`src/rtl/uart_sched_pkg.sv`:
```
// Shared encodings for the UART2 TX scheduler: FSM states, header format, defaults.
// ST_CSUM exists only when UART_TX_SCHED_CHECKSUM_EN is defined.
package uart_sched_pkg;

  localparam int         ID_W         = 3;
  localparam logic [7:0] HDR_BASE_DEF = 8'hA0;

  typedef enum logic [2:0] {
    ST_IDLE = 3'd0,
    ST_HDR  = 3'd1,
    ST_LOAD = 3'd2,
    ST_SEND = 3'd3,
`ifdef UART_TX_SCHED_CHECKSUM_EN
    ST_WAIT = 3'd4,
    ST_CSUM = 3'd5
`else
    ST_WAIT = 3'd4
`endif
  } state_t;

  // Which kind of byte the current SEND/WAIT pair is carrying.
  typedef enum logic [1:0] {
    PH_HDR  = 2'd0,
    PH_BODY = 2'd1,
    PH_CSUM = 2'd2
  } phase_t;

  function automatic logic [7:0] hdr_byte(input logic [7:0] base, input logic [ID_W-1:0] id);
    return base | {{(8-ID_W){1'b0}}, id};
  endfunction

endpackage

```
`src/rtl/rr_arbiter.sv`:
```
// Rotating-priority arbiter: first requester after last_grant wins; one-hot grant plus index.
// Purely combinational, no backpressure of its own.
module rr_arbiter
  import uart_sched_pkg::*;
#(
  parameter int N_REQ = 4
) (
  input  logic [N_REQ-1:0] req,
  input  logic [ID_W-1:0]  last_grant,
  output logic [N_REQ-1:0] grant,
  output logic [ID_W-1:0]  grant_idx
);

  always_comb begin
    grant     = '0;
    grant_idx = last_grant;
    for (int off = 1; off <= N_REQ; off++) begin
      for (int i = 0; i < N_REQ; i++) begin
        if (grant == '0 && req[i] && i == (int'(last_grant) + off) % N_REQ) begin
          grant[i]  = 1'b1;
          grant_idx = ID_W'(i);
        end
      end
    end
  end

endmodule

```
`src/rtl/uart_tx_scheduler.sv`:
```
// Round-robin share of UART2 TX: header, payload (+ XOR checksum with UART_TX_SCHED_CHECKSUM_EN).
// Header strobe two cycles after the grant; stalls on requester VALID low or TX_BUSY, nothing dropped.
module uart_tx_scheduler
  import uart_sched_pkg::*;
#(
  parameter int         N_REQ     = 4,
  parameter logic [7:0] HDR_BASE  = HDR_BASE_DEF,
  parameter int         MAX_PKT   = 64,
  parameter int         GUARD_CYC = 2
) (
  input  logic                 CLK,
  input  logic                 RST,
  input  logic [N_REQ-1:0]     REQ_VALID,
  input  logic [8*N_REQ-1:0]   REQ_DATA,
  input  logic [N_REQ-1:0]     REQ_LAST,
  output logic [N_REQ-1:0]     REQ_READY,
  output logic [15:0]          TX_DATA,
  output logic                 TX_DATA_VAL,
  input  logic                 TX_BUSY,
  output logic [ID_W-1:0]      GRANT_ID,
  output logic                 ACTIVE
);

  localparam logic [7:0] MAX_CNT  = 8'(MAX_PKT);
  // The strobe cycle itself is the first ignored cycle, giving a 2+GUARD_CYC strobe spacing.
  localparam logic [7:0] GUARD_M1 = (GUARD_CYC > 0) ? 8'(GUARD_CYC - 1) : 8'd0;

  state_t           state;
  phase_t           phase;
  logic [N_REQ-1:0] gnt_mask;
  logic [7:0]       count;
  logic [7:0]       guard;
  logic             last_seen;
`ifdef UART_TX_SCHED_CHECKSUM_EN
  logic [7:0]       cks;
`endif

  logic [N_REQ-1:0] arb_gnt;
  logic [ID_W-1:0]  arb_idx;
  logic [7:0]       sel_dat;
  logic             sel_last;
  logic             sel_vld;

  rr_arbiter #(.N_REQ(N_REQ)) u_arb (
    .req        (REQ_VALID),
    .last_grant (GRANT_ID),
    .grant      (arb_gnt),
    .grant_idx  (arb_idx)
  );

  always_comb begin
    sel_dat  = '0;
    sel_last = 1'b0;
    sel_vld  = 1'b0;
    for (int i = 0; i < N_REQ; i++) begin
      if (gnt_mask[i]) begin
        sel_dat  = REQ_DATA[8*i +: 8];
        sel_last = REQ_LAST[i];
        sel_vld  = REQ_VALID[i];
      end
    end
  end

  assign REQ_READY = (state == ST_LOAD) ? (REQ_VALID & gnt_mask) : '0;

  always_ff @(posedge CLK or posedge RST) begin
    if (RST) begin
      state       <= ST_IDLE;
      phase       <= PH_HDR;
      GRANT_ID    <= ID_W'(N_REQ - 1);
      gnt_mask    <= '0;
      ACTIVE      <= 1'b0;
      TX_DATA     <= '0;
      TX_DATA_VAL <= 1'b0;
      count       <= '0;
      guard       <= '0;
      last_seen   <= 1'b0;
`ifdef UART_TX_SCHED_CHECKSUM_EN
      cks         <= '0;
`endif
    end else begin
      TX_DATA_VAL <= 1'b0;
      case (state)
        ST_IDLE: begin
          if (|REQ_VALID) begin
            GRANT_ID <= arb_idx;
            gnt_mask <= arb_gnt;
            ACTIVE   <= 1'b1;
            state    <= ST_HDR;
          end
        end
        ST_HDR: begin
          TX_DATA     <= {8'h00, hdr_byte(HDR_BASE, GRANT_ID)};
          TX_DATA_VAL <= 1'b1;
          count       <= '0;
          last_seen   <= 1'b0;
          phase       <= PH_HDR;
`ifdef UART_TX_SCHED_CHECKSUM_EN
          cks         <= hdr_byte(HDR_BASE, GRANT_ID);
`endif
          state       <= ST_SEND;
        end
        ST_LOAD: begin
          if (sel_vld) begin
            TX_DATA     <= {8'h00, sel_dat};
            TX_DATA_VAL <= 1'b1;
            count       <= count + 8'd1;
            last_seen   <= sel_last;
            phase       <= PH_BODY;
`ifdef UART_TX_SCHED_CHECKSUM_EN
            cks         <= cks ^ sel_dat;
`endif
            state       <= ST_SEND;
          end
        end
        ST_SEND: begin
          guard <= GUARD_M1;
          state <= ST_WAIT;
        end
        ST_WAIT: begin
          if (guard != 8'd0) begin
            guard <= guard - 8'd1;
          end else if (!TX_BUSY) begin
            if (phase == PH_HDR) begin
              state <= ST_LOAD;
            end else if (phase == PH_BODY && !last_seen && count != MAX_CNT) begin
              state <= ST_LOAD;
`ifdef UART_TX_SCHED_CHECKSUM_EN
            end else if (phase == PH_BODY) begin
              state <= ST_CSUM;
`endif
            end else begin
              ACTIVE <= 1'b0;
              state  <= ST_IDLE;
            end
          end
        end
`ifdef UART_TX_SCHED_CHECKSUM_EN
        ST_CSUM: begin
          TX_DATA     <= {8'h00, cks};
          TX_DATA_VAL <= 1'b1;
          phase       <= PH_CSUM;
          state       <= ST_SEND;
        end
`endif
        default: state <= ST_IDLE;
      endcase
    end
  end

endmodule
```
`config.mk`:
```
export PLATFORM = sky130hd
export DESIGN_NAME = uart_tx_scheduler
export DESIGN_NICKNAME = d
export VERILOG_FILES = /design/src/rtl/uart_sched_pkg.sv /design/src/rtl/rr_arbiter.sv /design/src/rtl/uart_tx_scheduler.sv
export SDC_FILE = /design/constraint.sdc
export NUM_CORES = 1
export LEC_CHECK = 0
export ABC_CLOCK_PERIOD_IN_PS = 2300
export CAP_MARGIN = 20
export CORE_MARGIN = 2
export CORE_UTILIZATION = 30
export DETAILED_ROUTE_END_ITERATION = 10
export PLACE_DENSITY = 0.63
export SKIP_CTS_REPAIR_TIMING = 1
export SYNTH_ARGS = -nofsm -noshare
export SYNTH_HDL_FRONTEND = slang
export SYNTH_HIERARCHICAL = 1
export SYNTH_SLANG_ARGS = --single-unit
```
`constraint.sdc`:
```
create_clock -name CLK -period 2.3 [get_ports CLK]
set_input_delay 0.69 -clock CLK [delete_from_list [all_inputs] [get_ports CLK]]
set_output_delay 0.69 -clock CLK [all_outputs]
set_load 0.005 [all_outputs]
```
==> results.md <==
* Final setup margin at 132 ps
* Number of cells traversed by the worst hold path at 1
* Wire length after detailed routing at 6330 um
* Overall track demand over capacity in global routing at 14.7%
* Clock Sinks at 38
* Switching power summed over all nets at 1.45 mW
* First-pass iteration count of the detailed router at 4
* RSZ-0062 raised after global routing: false
* Critical-path maximum fanout at 3
* Number of max-cap violations at 0
* Layout cell share with drive strength beyond 1 at 18.7%
* Via density at 5.07
* Clock transition at the registers of the reported paths at 70 ps
* Outcome: completed
* Clock tree skew after final layout at 7.14 ps
* Endpoint of the worst hold path: count[6]
* Std-Cell Core Area at 0.00826 mm2
* Yosys cell types at 59
* Worst setup timing slack at the placement stage at -236 ps
* Worst R2R Setup Slack at 230 ps
* Endpoint kind of the worst setup timing path: output pin
* Final setup viols at 0
* Instance area after placement at 0.00332 mm2
* Leading area contributor after synthesis: sky130_fd_sc_hd__dfrtp_1
* VDD IR-drop max at 0.000493 V
* Worst Path Buf+Inv at 2
* Asr flop ratio synth at 100%
* Utilization of the core after routing at 41.9%
* Critical path data arrival time at 1480 ps
* Slowest library cell on the worst path: sky130_fd_sc_hd__clkdlybuf4s50_1
* Count leader, synth: sky130_fd_sc_hd__dfrtp_1
* Leakage dissipation at 1.60 nW
* Ordered list of cells on the worst path: clkdlybuf4s50_1, and3_1, dlymetal6s2s_1
* Total global routing overflow at 0
* Portion of total power attributed to combinational logic at 56.9%
* Relative area change from synthesis to final layout at 35.2%
* Slew at the pin closest to its max-slew limit at 517 ps
* Sequential fraction of the synthesis area at 37.3%
* Vias after detailed routing at 2322
* Top area cells in the synthesized netlist: sky130_fd_sc_hd__dfrtp_1 35%, sky130_fd_sc_hd__mux2_2 5.7%, sky130_fd_sc_hd__a21oi_1 4.3%, sky130_fd_sc_hd__a221o_1 3.5%, sky130_fd_sc_hd__inv_1 2.9%
* Post-detailed-route wirelength per cell at 13.8 um
* Seq cells post-synth at 38
* Dominant register cell in the synthesized netlist: sky130_fd_sc_hd__dfrtp_1
* DRC viols at 0
* Tcrit/Tclk final at 94.3%
* Switching power as a share of total power at 39.3%
* Post-DRT Antenna Nets at 0
* Worst Reg-to-Reg Cells at 4
* Sum of net half-perimeters after detailed placement at 4620 um
* Antenna Cells at 0
* Required time of the worst setup path at 1610 ps
* Warning count from the yosys run at 6
* Number of buffers between clock root and the deepest sink at 2
* Max-Slew Margin vs Limit at 65.5%
* Vias in the first global route at 2192
* Placement Rows at 33
* Most frequent cells after synthesis: 36 x sky130_fd_sc_hd__dfrtp_1, 22 x sky130_fd_sc_hd__a21oi_1, 20 x sky130_fd_sc_hd__inv_1
* Power per cell area at 1070 mW/mm2
* CP Class: input pin to output pin
* Max-slew violation total from the final report at 0
* Sequential fraction of design power at 30.3%
* Highest cell delay on the worst timing path at 500 ps
* Die outline area at 0.00928 mm2
* Buffers on Ports at 59
* Netlist Area Pre-Place at 0.00256 mm2
* Mean instance size in the synthesized netlist at 9.01 um2
* Worst min-delay path startpoint: count[6]
* Portion of synthesized cell area occupied by the leading cell type at 35.2%
* CTS buffer count at 5
* Number of ports placed on the die boundary at 68
* CTS tree: done
* Number of H-tree levels at 2
* Endpoint of the most critical register-to-register path: ACTIVE
* Global-route wire length before repair at 10800 um
* Effective utilization at floorplan at 31.0%
* Worst min path class: flip-flop to flip-flop
* Maximum number of pins on one net before global-route repair at 39
* Syn Inst Count at 284
* Clock insertion delay at the later pin of the skew report at 290 ps
* Overall die width at 96.3 um
* Maximum clock frequency at 461 MHz
* Cell family with most CP delay: buffers and inverters
* Count of endpoints failing hold in the final timing report at 0
* CTS Root Buffer Type: sky130_fd_sc_hd__clkbuf_8
* Gpl congestion at 0.825
* Die height at 96.3 um
* CP startpoint kind: input pin
* Portion of total power attributed to the clock network at 12.8%
* Final design instance area without fill at 0.00346 mm2
* Number of flops mapped to enable cells by yosys at 0
* Internal power component at 2.24 mW
* Post-route minimum period at 2170 ps
* Antenna violations before repair at 0
* Layout Nets at 399
* Startpoint of the worst register-to-register path: guard[4]
* Number of design-rule violations left by the first detailed-router iteration at 97
## how the worst max path moves through the flow
stage	startpoint	to	slack [ps]	depth (start not counted)
floorplan	state[1]	REQ_READY[0]	240	4
global placement	REQ_VALID[1]	REQ_READY[1]	-240	3
detailed placement	REQ_VALID[3]	REQ_READY[3]	-240	3
CTS	REQ_VALID[1]	REQ_READY[1]	-250	3
global route	REQ_VALID[1]	count[3]	60	7
finish	REQ_VALID[3]	REQ_READY[3]	130	3
## stage by stage
| step | instances | total power, mW | TNS, ps | hold WS, ps |
|---|---|---|---|---|
| global placement | 449 | 3.16 | -2730 | 487 |
| detailed placement | 449 | 3.20 | -3130 | 492 |
| global route | 458 | 4.00 | 0 | 528 |
| floorplan | 291 | 2.43 | 0 | 459 |
| finish | 458 | 3.70 | 0 | 506 |
| CTS | 457 | 3.69 | -974 | 509 |
## layout make-up
class	count	area [um2]
multi-input cells	204	1410
well taps	105	131
repair buffers	83	796
fillers	813	4800
inverters	20	75.1
flip-flops and latches	38	953
clock inverters	1	5.00
clock buffers	7	86.3
## power groups by stage
stage / Sequential (mW) / Combinational (mW) / Clock, mW
floorplan: 1.06 / 1.37 / 0
global placement: 1.12 / 2.04 / 0
detailed placement: 1.12 / 2.08 / 0
CTS: 1.11 / 2.09 / 0.494
global route: 1.16 / 2.32 / 0.515
finish: 1.12 / 2.10 / 0.474
## kinds of logic after synthesis
kind of cell | Yosys count | synth area share, %
XOR/XNOR | 4 | 1.37
multiplexers | 18 | 7.68
AO/OA/AOI/OAI | 76 | 21.1
other | 1 | 0.147
buffers and inverters | 49 | 9.44
adder cells (fa/ha/maj) | 4 | 1.96
flip-flops | 38 | 37.3
AND/OR/NAND/NOR | 94 | 21.0
## flip-flops by register name, indices dropped and copies added (netlist names), 3 cells and up
| register | flops |
|---|---|
| state | 3 |
| TX_DATA | 8 |
| count | 8 |
| GRANT_ID | 3 |
| gnt_mask | 4 |
| guard | 8 |
## placed cells by master (no fill, tap or decap), types with 3 or more instances in the layout
cell type and count:
sky130_fd_sc_hd__inv_1 20, sky130_fd_sc_hd__conb_1 8, sky130_fd_sc_hd__mux2_2 13, sky130_fd_sc_hd__dfrtp_1 36, sky130_fd_sc_hd__a21oi_1 22, sky130_fd_sc_hd__a31oi_1 3, sky130_fd_sc_hd__nand3_1 7, sky130_fd_sc_hd__or3_1 3
sky130_fd_sc_hd__nand2b_1 4, sky130_fd_sc_hd__and3_1 6, sky130_fd_sc_hd__buf_4 23, sky130_fd_sc_hd__o21ai_0 10, sky130_fd_sc_hd__nand3b_1 6, sky130_fd_sc_hd__or2_2 3, sky130_fd_sc_hd__nor2_1 17, sky130_fd_sc_hd__mux2i_1 5
sky130_fd_sc_hd__xor2_1 3, sky130_fd_sc_hd__nand2_1 19, sky130_fd_sc_hd__a221o_1 9, sky130_fd_sc_hd__dlymetal6s2s_1 5, sky130_fd_sc_hd__ha_1 4, sky130_fd_sc_hd__clkbuf_8 6, sky130_fd_sc_hd__clkdlybuf4s50_1 54, sky130_fd_sc_hd__o211ai_1 3
sky130_fd_sc_hd__a22oi_1 8, sky130_fd_sc_hd__nor2b_1 4
## metal layers
layer	wire length (um)	share of wire, %	GRT usage, %	up-vias
li1	-	-	-	1150
met1	2920	46	19.2	1124
met2	3120	49	24.6	43
met3	215	3.4	2.98	5
met4	66	1.0	4.23	0
met5	0	0	0	-
Power figures use the tool's default switching activity.
